[src/rtl/bp_pkg.sv]
// bp_pkg: shared types and helpers for the branch history table.
//   idx_w     - table index width for a given entry count
//   ctr_next  - one saturating counter step (up or down) for a given width
//   pc_index  - table index taken from a PC, word-aligned (bits [1:0] dropped)
package bp_pkg;
    localparam int MAX_CTR_W = 4;
    localparam int MAX_IDX_W = 10;
    localparam int MAX_PC_W  = 64;

    function automatic int idx_w(input int entries);
        return $clog2(entries);
    endfunction

    function automatic logic [MAX_CTR_W-1:0] ctr_next(input logic [MAX_CTR_W-1:0] ctr,
                                                      input logic up, input int w);
        logic [MAX_CTR_W-1:0] top;
        top = MAX_CTR_W'((1 << w) - 1);
        return up ? ((ctr == top) ? ctr : ctr + 4'd1) : ((ctr == 4'd0) ? ctr : ctr - 4'd1);
    endfunction

    function automatic logic [MAX_IDX_W-1:0] pc_index(input logic [MAX_PC_W-1:0] pc, input int iw);
        return MAX_IDX_W'((pc >> 2) & ((64'd1 << iw) - 64'd1));
    endfunction
endpackage

[src/rtl/bht_predictor_if.sv]
// bht_predictor_if: lookup/update bundle between the pipeline and the branch history table.
//   master (pipeline): drives lookup_pc_i, update_valid_i, update_pc_i, update_taken_i, update_pred_i
//   slave (predictor): drives predict_o, mispredict_o, mispred_cnt_o
interface bht_predictor_if #(
    parameter int PC_W  = 32,
    parameter int CNT_W = 16
);
    logic [PC_W-1:0]  lookup_pc_i;
    logic             predict_o;
    logic             update_valid_i;
    logic [PC_W-1:0]  update_pc_i;
    logic             update_taken_i;
    logic             update_pred_i;
    logic             mispredict_o;
    logic [CNT_W-1:0] mispred_cnt_o;

    modport master (
        output lookup_pc_i, update_valid_i, update_pc_i, update_taken_i, update_pred_i,
        input  predict_o, mispredict_o, mispred_cnt_o
    );

    modport slave (
        input  lookup_pc_i, update_valid_i, update_pc_i, update_taken_i, update_pred_i,
        output predict_o, mispredict_o, mispred_cnt_o
    );
endinterface

[src/rtl/bht_sat_ctr.sv]
// bht_sat_ctr: one W-bit saturating up/down counter with synchronous reset value INIT.
//   clk_i, rst_i : clock, sync active-high reset (loads INIT, beats en)
//   en, up       : step enable and direction (1 = increment)
//   q            : counter value
module bht_sat_ctr
    import bp_pkg::*;
#(
    parameter int W    = 2,
    parameter int INIT = 3
) (
    input  logic         clk_i,
    input  logic         rst_i,
    input  logic         en,
    input  logic         up,
    output logic [W-1:0] q
);
    logic [MAX_CTR_W-1:0] nxt;

    assign nxt = ctr_next(MAX_CTR_W'(q), up, W);

    always_ff @(posedge clk_i) begin
        if (rst_i)
            q <= W'(INIT);
        else if (en)
            q <= nxt[W-1:0];
    end
endmodule

[src/rtl/bht_predictor.sv]
// bht_predictor: branch history table of ENTRIES saturating counters with misprediction counting.
//   clk_i, rst_i : clock, sync active-high reset
//   bus (slave)  : combinational lookup (lookup_pc_i -> predict_o), EX training
//                  (update_*), combinational mispredict_o flush request, mispred_cnt_o
//   Optional: define BHT_GSHARE_EN to XOR a global history register into both indices.
module bht_predictor
    import bp_pkg::*;
#(
    parameter int ENTRIES  = 16,
    parameter int CTR_W    = 2,
    parameter int INIT_CTR = 2**CTR_W - 1,
    parameter int PC_W     = 32,
    parameter int CNT_W    = 16
) (
    input  logic                clk_i,
    input  logic                rst_i,
    bht_predictor_if.slave      bus
);
    localparam int IDX_W = idx_w(ENTRIES);

    logic [MAX_PC_W-1:0]  lpc, upc;
    logic [MAX_IDX_W-1:0] lraw, uraw;
    logic [IDX_W-1:0]     lidx, uidx;
    logic [CTR_W-1:0]     ctr [ENTRIES];
    logic [CNT_W-1:0]     cnt;

    assign lpc  = MAX_PC_W'(bus.lookup_pc_i);
    assign upc  = MAX_PC_W'(bus.update_pc_i);
    assign lraw = pc_index(lpc, IDX_W);
    assign uraw = pc_index(upc, IDX_W);

`ifdef BHT_GSHARE_EN
    logic [IDX_W-1:0] ghr;

    // Both lookup and update hash with the pre-shift history.
    assign lidx = lraw[IDX_W-1:0] ^ ghr;
    assign uidx = uraw[IDX_W-1:0] ^ ghr;

    always_ff @(posedge clk_i) begin
        if (rst_i)
            ghr <= '0;
        else if (bus.update_valid_i)
            ghr <= IDX_W'({ghr, bus.update_taken_i});
    end
`else
    assign lidx = lraw[IDX_W-1:0];
    assign uidx = uraw[IDX_W-1:0];
`endif

    for (genvar g = 0; g < ENTRIES; g++) begin : g_ctr
        bht_sat_ctr #(.W(CTR_W), .INIT(INIT_CTR)) u_ctr (
            .clk_i (clk_i),
            .rst_i (rst_i),
            .en    (bus.update_valid_i && (uidx == IDX_W'(g))),
            .up    (bus.update_taken_i),
            .q     (ctr[g])
        );
    end

    // No bypass: a same-cycle update to the looked-up entry is seen next cycle.
    assign bus.predict_o     = ctr[lidx][CTR_W-1];
    assign bus.mispredict_o  = bus.update_valid_i & (bus.update_taken_i != bus.update_pred_i);
    assign bus.mispred_cnt_o = cnt;

    always_ff @(posedge clk_i) begin
        if (rst_i)
            cnt <= '0;
        else if (bus.mispredict_o && !(&cnt))
            cnt <= cnt + CNT_W'(1);
    end
endmodule
[src/flat_wrapper.sv]
// flat-port wrapper written by rule: the top's interface ports become plain ports
module bht_predictor_flat import bp_pkg::*;
#(
    parameter int ENTRIES  = 16,
    parameter int CTR_W    = 2,
    parameter int INIT_CTR = 2**CTR_W - 1,
    parameter int PC_W     = 32,
    parameter int CNT_W    = 16
)
  (clk_i, rst_i, bus_lookup_pc_i, bus_update_valid_i, bus_update_pc_i, bus_update_taken_i, bus_update_pred_i, bus_predict_o, bus_mispredict_o, bus_mispred_cnt_o);
  bht_predictor_if #(.PC_W(PC_W), .CNT_W(CNT_W)) bus_i ();
  input  logic clk_i;
  input  logic rst_i;
  input wire logic [$bits(bus_i.lookup_pc_i)-1:0] bus_lookup_pc_i;
  input wire logic [$bits(bus_i.update_valid_i)-1:0] bus_update_valid_i;
  input wire logic [$bits(bus_i.update_pc_i)-1:0] bus_update_pc_i;
  input wire logic [$bits(bus_i.update_taken_i)-1:0] bus_update_taken_i;
  input wire logic [$bits(bus_i.update_pred_i)-1:0] bus_update_pred_i;
  output wire logic [$bits(bus_i.predict_o)-1:0] bus_predict_o;
  output wire logic [$bits(bus_i.mispredict_o)-1:0] bus_mispredict_o;
  output wire logic [$bits(bus_i.mispred_cnt_o)-1:0] bus_mispred_cnt_o;
  assign bus_i.lookup_pc_i = bus_lookup_pc_i;
  assign bus_i.update_valid_i = bus_update_valid_i;
  assign bus_i.update_pc_i = bus_update_pc_i;
  assign bus_i.update_taken_i = bus_update_taken_i;
  assign bus_i.update_pred_i = bus_update_pred_i;
  assign bus_predict_o = bus_i.predict_o;
  assign bus_mispredict_o = bus_i.mispredict_o;
  assign bus_mispred_cnt_o = bus_i.mispred_cnt_o;
  bht_predictor #(.ENTRIES(ENTRIES), .CTR_W(CTR_W), .INIT_CTR(INIT_CTR), .PC_W(PC_W), .CNT_W(CNT_W)) u_core (.clk_i(clk_i), .rst_i(rst_i), .bus(bus_i));
endmodule
[config.mk]
export PLATFORM = sky130hd
export DESIGN_NAME = bht_predictor_flat
export DESIGN_NICKNAME = d
export VERILOG_FILES = /design/src/rtl/bp_pkg.sv /design/src/rtl/bht_predictor_if.sv /design/src/rtl/bht_sat_ctr.sv /design/src/rtl/bht_predictor.sv /design/src/flat_wrapper.sv
export SDC_FILE = /design/constraint.sdc
export NUM_CORES = 1
export LEC_CHECK = 0
export BUFFER_PORTS_ARGS = -buffer_cell sky130_fd_sc_hd__buf_2
export CORE_MARGIN = 3
export CORE_UTILIZATION = 30
export DETAILED_ROUTE_END_ITERATION = 12
export HOLD_SLACK_MARGIN = 0.15
export PLACE_DENSITY_LB_ADDON = 0.15
export SLEW_MARGIN = 0
export SYNTH_ARGS = -nofsm -noshare
export SYNTH_HDL_FRONTEND = slang
export SYNTH_SLANG_ARGS = --single-unit
[constraint.sdc]
create_clock -name clk_i -period 1.8 [get_ports clk_i]
set_input_delay 0.27 -clock clk_i [delete_from_list [all_inputs] [get_ports clk_i]]
set_output_delay 0.27 -clock clk_i [all_outputs]
set_load 0.01 [all_outputs]
# Yosys cells after proc, flatten, opt, wreduce, memory -nomap -nowiden

Index checks and enable logic that the tools add are counted.

Output and inout bits: 18
Logic and storage cells: 220
Input port bits: 69
Bits in registers: 48

Order comparisons: 1
Bitwise logic cells: 2
Reduce and logical (&&, ||, !) cells: 52
Muxes and demuxes: 51
Equality and inequality tests: 64
Add/subtract/negate cells: 33

Operators with widths:

| kind                                                               | count |
|---|---|
| 2-bit 2-to-1 mux                                                   | 50 |
| 2-bit inequality test, second input constant                       | 32 |
| 3-bit AND reduction                                                | 16 |
| 2-bit by 1-bit adder with 2-bit output, second input constant      | 16 |
| 2-bit == test, second input constant                               | 16 |
| 4-bit == test, second input constant                               | 8 |
| 2-bit zero test                                                    | 16 |
| 2-bit by 1-bit subtractor with 2-bit output, second input constant | 16 |
| 1-bit logical AND                                                  | 17 |
| 16-bit by 1-bit adder with 16-bit output, second input constant    | 1 |
| 4-bit by 3-bit == test with 1-bit output, second input constant    | 4 |
| 16-bit AND reduction                                               | 1 |
| 2-bit binary-select mux with 4-bit select                          | 1 |
| 4-bit by 2-bit == test with 1-bit output, second input constant    | 2 |
| 5-bit greater-or-equal comparator, second input constant           | 1 |
| 4-bit inverter with 5-bit output                                   | 1 |
| 4-bit by 1-bit == test with 1-bit output, second input constant    | 1 |
| 4-bit zero test                                                    | 1 |
| 1-bit bitwise AND                                                  | 1 |
| 1-bit zero test                                                    | 1 |
| 1-bit inequality test                                              | 1 |

# Logic depth before layout (Yosys ltp)

Word-level depth: 4
Gate-level depth with buffers: 7
Depth with buffers taken out: 5

# Modules after synthesis

A second synthesis with hierarchy kept.

Cell total of the unflattened synthesis: 301
Area total of the unflattened synthesis: 2491.1 sq um

Modules (own cells, without submodules):

| module        | instances | sequential area each (sq um) | area each (sq um) | cells an instance |
|---|---|---|---|---|
| bht_sat_ctr   | 16        | 40.0                         | 90.1              | 11 |
| bht_predictor | 1         | 320.3                        | 1049.8            | 125 |

# Worst setup path before layout

No wires, ideal clock.

Path kind: register -> register
From: register u_core.cnt[2], in the netlist u_core.bus.mispred_cnt_o[2]
To: register u_core.cnt[11], in the netlist u_core.bus.mispred_cnt_o[11]
Stages on the path, launching flop included: 5
Path buffers: 0
Data arrival time: 1.495 ns
Setup slack: 0.184 ns
Cells stage by stage: dfxtp_1 -> and4_1 -> nand3_1 -> nor4_1 -> mux2_2

Longest elaborated chain between the ends: 3
Elaborated cells between the ends (all ways): 4
Classes of those cells: 1 x add/sub; 3 x reduce/logical

RTL lines:

| item                                                                                             | line                | source |
|---|---|---|
| from (decl)                                                                                      | bht_predictor.sv:25 | `logic [CNT_W-1:0] cnt;` |
| from (signal assigned)                                                                           | bht_predictor.sv:69 | `cnt <= cnt + CNT_W'(1);` |
| parallel branches: the longest is 3 deep, another holds 16-bit by 1-bit adder with 16-bit output | --                  |  |

Parallel ways; which one is timed is not known.
A chain may end at the register's enable or synchronous reset.

# Final worst setup path

From: register u_core.g_ctr[8].u_ctr.q[1]
To: output bus_predict_o

Longest elaborated chain between the ends: 3

RTL lines:

| item                                                 | line                | source |
|---|---|---|
| from (decl)                                          | bht_sat_ctr.sv:15   | `output logic [W-1:0] q` |
| from (signal assigned)                               | bht_sat_ctr.sv:23   | `q <= W'(INIT);` |
| from (signal assigned)                               | bht_sat_ctr.sv:25   | `q <= nxt[W-1:0];` |
| 2-bit binary-select mux with 4-bit select            | bht_predictor.sv:61 | `assign bus.predict_o = ctr[lidx][CTR_W-1];` |
| 2-bit 2-to-1 mux (not written as such) (2 in series) | bht_predictor.sv:61 |  |
| to (decl)                                            | flat_wrapper.sv:19  | `output wire logic [$bits(bus_i.predict_o)-1:0] bus_predict_o;` |

No other way between the ends. The select of a mux whose other input is x is not followed.

==> out/metrics.cfg <==
[status]
status=finished, violations left
violations=negative setup slack

[power_and_ir_drop]
pwr-share-seq=0.549
p_leak_nw=1.09
p_switching_mw=0.508
combPwrFrac=0.096
worst_ir_drop_vdd_mv=0.241
power.internal_mw=1.45
pwr-share-clk=0.354
p_per_area_nw_per_um2=613
swShare=0.260

[sta]
final_max_slew_viol_count=0
hold_viol_final=0
worst_slew_pin_slew_ns=0.413
maxSlewHeadroom=0.724
fin_ws_ns=-0.208
fin_crit_sh=1.12
post-route-min-period_ns=2.01
max_freq_mhz=498
rsz0062_at_grt=true
skew_ns=0.00641
setup_viol=1
worst_hold_slack_ns=0.382

[synth]
synth_compound_area_frac=0.255
synth_fp_nets=403
synth-seq-cells=48
synth_area_sq_um=2690
avgSynthCellArea_sq_um=8.08
synthAdderAreaFrac=0.00465
synth_simple_gate_area_frac=0.271
syn_inst=333
synth_mux_area_frac=0.0540
ys_warn_count=0
ys_types=43
synth_xor_xnor_area_share=0.00605
synth_top_family_by_area=simple AND/OR/NAND/NOR gates
yosysSeqAreaShare=0.357

[cells_and_area]
final_common_cell=a21oi_1
fin_area_sq_um=3190
seq_area_sq_um=981
fillers=888
n_antenna_cell=0
drive_gt1_frac=0.234
final_cells=473
layout_common_cells=41 x a21oi_1, 36 x dfxtp_1, 33 x o21ai_0
multi_input_area_sq_um=1630
nets=437
area_growth_pct=18.4

[routing]
wl_met2_microns=3340
drt_iter0_drc=89
drc=0
routed-wl-met3_microns=210
wl_per_cell_microns=15.3
drt-met1-wl_microns=3610
finalWirelength_microns=7230
first_pass_iters=4
antenna_left=0
top_layer_used=met4
vias=2620
vias_per_cell=5.54

[clock_tree]
h-tree-depth=2
clock-sinks=48
cts_buffers=5
clock_latency_ns=0.30
cts-root-buf=clkbuf_8
cts_tree=built
cts.clk_slew.worst_paths_ns=0.09
clk_path_buf_depth=2

[global_routing]
gr-usage-all-layers=0.147
grt_pass1_vias=2436
gr-total-overflow=0
grt_pass1_wl_microns=12100
grt_max_degree=56
antenna_found_initial=0

[worst_hold_path]
hold_class=input pin to register

[critical_path]
cpMaxStageDelayCell=mux4_2
crit_top_cell=mux4_2
path_class=register to output port
cpPeakStageDelay_ns=0.48
end_kind=output port
crit_chain=mux4_2 > mux4_2 > buf_6
path_delay_family=multiplexers
required_ns=1.53
cp_num_buf_inv=1
path_max_fanout=4
start_kind=register
cp.arrival_ns=1.74

[floorplan]
die_width_microns=101
start_util=0.318
core_area_sq_um=8460
ioPinCount=87
std_cell_rows=33
design.die.area_sq_um=10100
die_y_microns=101

[placement]
port_buffers=30
dp.cells=461
postPlaceCellArea_sq_um=2990
dp_hpwl_microns=4950
place.gp.congestion=0.812

[flow_run]
maxCapViolations=0

[synth_stat cells, drive strengths merged]
master,number,area (sq um)
nand3,7,35.0
nor3,9,45.0
ha,1,12.5
nor4,6,52.6
inv,8,30.0
a221o,2,20.0
o311ai,6,52.6
o21a,2,15.0
nor2,28,105
nor2b,5,31.3
dfxtp,48,961
a21oi,42,210
xor2,1,16.3
and4,4,35.0
nand3b,9,67.6
or3b,1,8.76
nand2b,2,12.5
buf,10,61.3
mux4,5,113
nand4,6,37.5
o21ai,33,165
and3b,1,8.76
a31oi,14,87.6
and3,5,31.3
o31ai,8,60.1
and2,6,37.5
mux2,2,22.5
clkbuf,13,48.8
o41ai,1,8.76
or3,9,56.3
a211oi,3,22.5
mux2i,1,10.0
nor3b,2,20.0
o31a,2,17.5
nand2,18,70.1
or4,10,75.1
a41oi,3,26.3
[power groups by stage]
stage                     Combinational (mW)  Sequential (mW)  Clock [mW]
after detailed placement               0.188             1.10           0
after global placement                 0.185             1.10           0
after CTS                              0.188             1.07       0.719
after floorplan                        0.121             1.10           0
final                                  0.188             1.07       0.692
after global routing                   0.208             1.08       0.763
[per-layer routing]
metal	global-route usage	vias to the layer above
li1	-	1333
met1	0.203	1240
met2	0.233	39
met3	0.0263	8
met4	0.0425	0
met5	0	-
[flip-flops by register name, indices dropped and copies added (netlist names)]
signal,count
u_core.g_ctr.u_ctr.q,32
u_core.bus.mispred_cnt_o,16
[cells by family after synthesis]
family                   count (synthesis)
AND/OR/NAND/NOR                        128
AO/OA/AOI/OAI                          116
flip-flops                              48
buffers and inverters                   31
multiplexers                             8
XOR/XNOR                                 1
adder cells (fa/ha/maj)                  1
[repair_timing]
| action | in CTS | in global routing |
|---|---|---|
| resized for setup | 10 | 15 |
| endpoints found under the hold margin | 0 | 0 |
| gates cloned | 0 | 0 |
| hold buffers | 0 | 0 |
| endpoints found under the setup margin | 2 | 13 |
| buffers inserted | 2 | 2 |
| pin swaps | 0 | 3 |
[area by class of cell]
type,count,area share
multi-input cells,254,0.512
flip-flops and latches,48,0.308
repair buffers,50,0.101
well taps,105,0.0412
clock buffers,8,0.0283
inverters,8,0.00943
[stage by stage]
| stage | total power, mW | setup WS (ns) | setup TNS, ns | utilization |
|---|---|---|---|---|
| after global routing | 2.05 | -0.264 | -0.264 | 0.376 |
| after global placement | 1.29 | -0.0482 | -0.0482 | 0.354 |
| after floorplan | 1.22 | 0.184 | 0 | - |
| after detailed placement | 1.29 | -0.0449 | -0.0449 | 0.354 |
| final | 1.95 | -0.208 | -0.208 | 0.376 |
| after CTS | 1.98 | -0.216 | -0.216 | 0.368 |
[worst min-delay path, cell delays in order]
cell and delay (ns):
buf_2 0.09, buf_4 0.23, a21oi_2 0.05
[path summary, 6_finish.rpt]
check	end	slack [ns]	startpoint	cells past startpoint
max	bus_predict_o	-0.21	u_core.g_ctr[8].u_ctr.q[1]$_SDFFE_PP1P_	3
min	u_core.bus.mispred_cnt_o[14]$_SDFFE_PP0P_	0.38	rst_i	3
max reg2reg	u_core.bus.mispred_cnt_o[14]$_SDFFE_PP0P_	0.13	u_core.bus.mispred_cnt_o[0]$_SDFFE_PP0P_	6
min reg2reg	u_core.bus.mispred_cnt_o[1]$_SDFFE_PP0P_	0.52	u_core.bus.mispred_cnt_o[1]$_SDFFE_PP0P_	2
No activity file was read; power rests on OpenSTA's default activity.
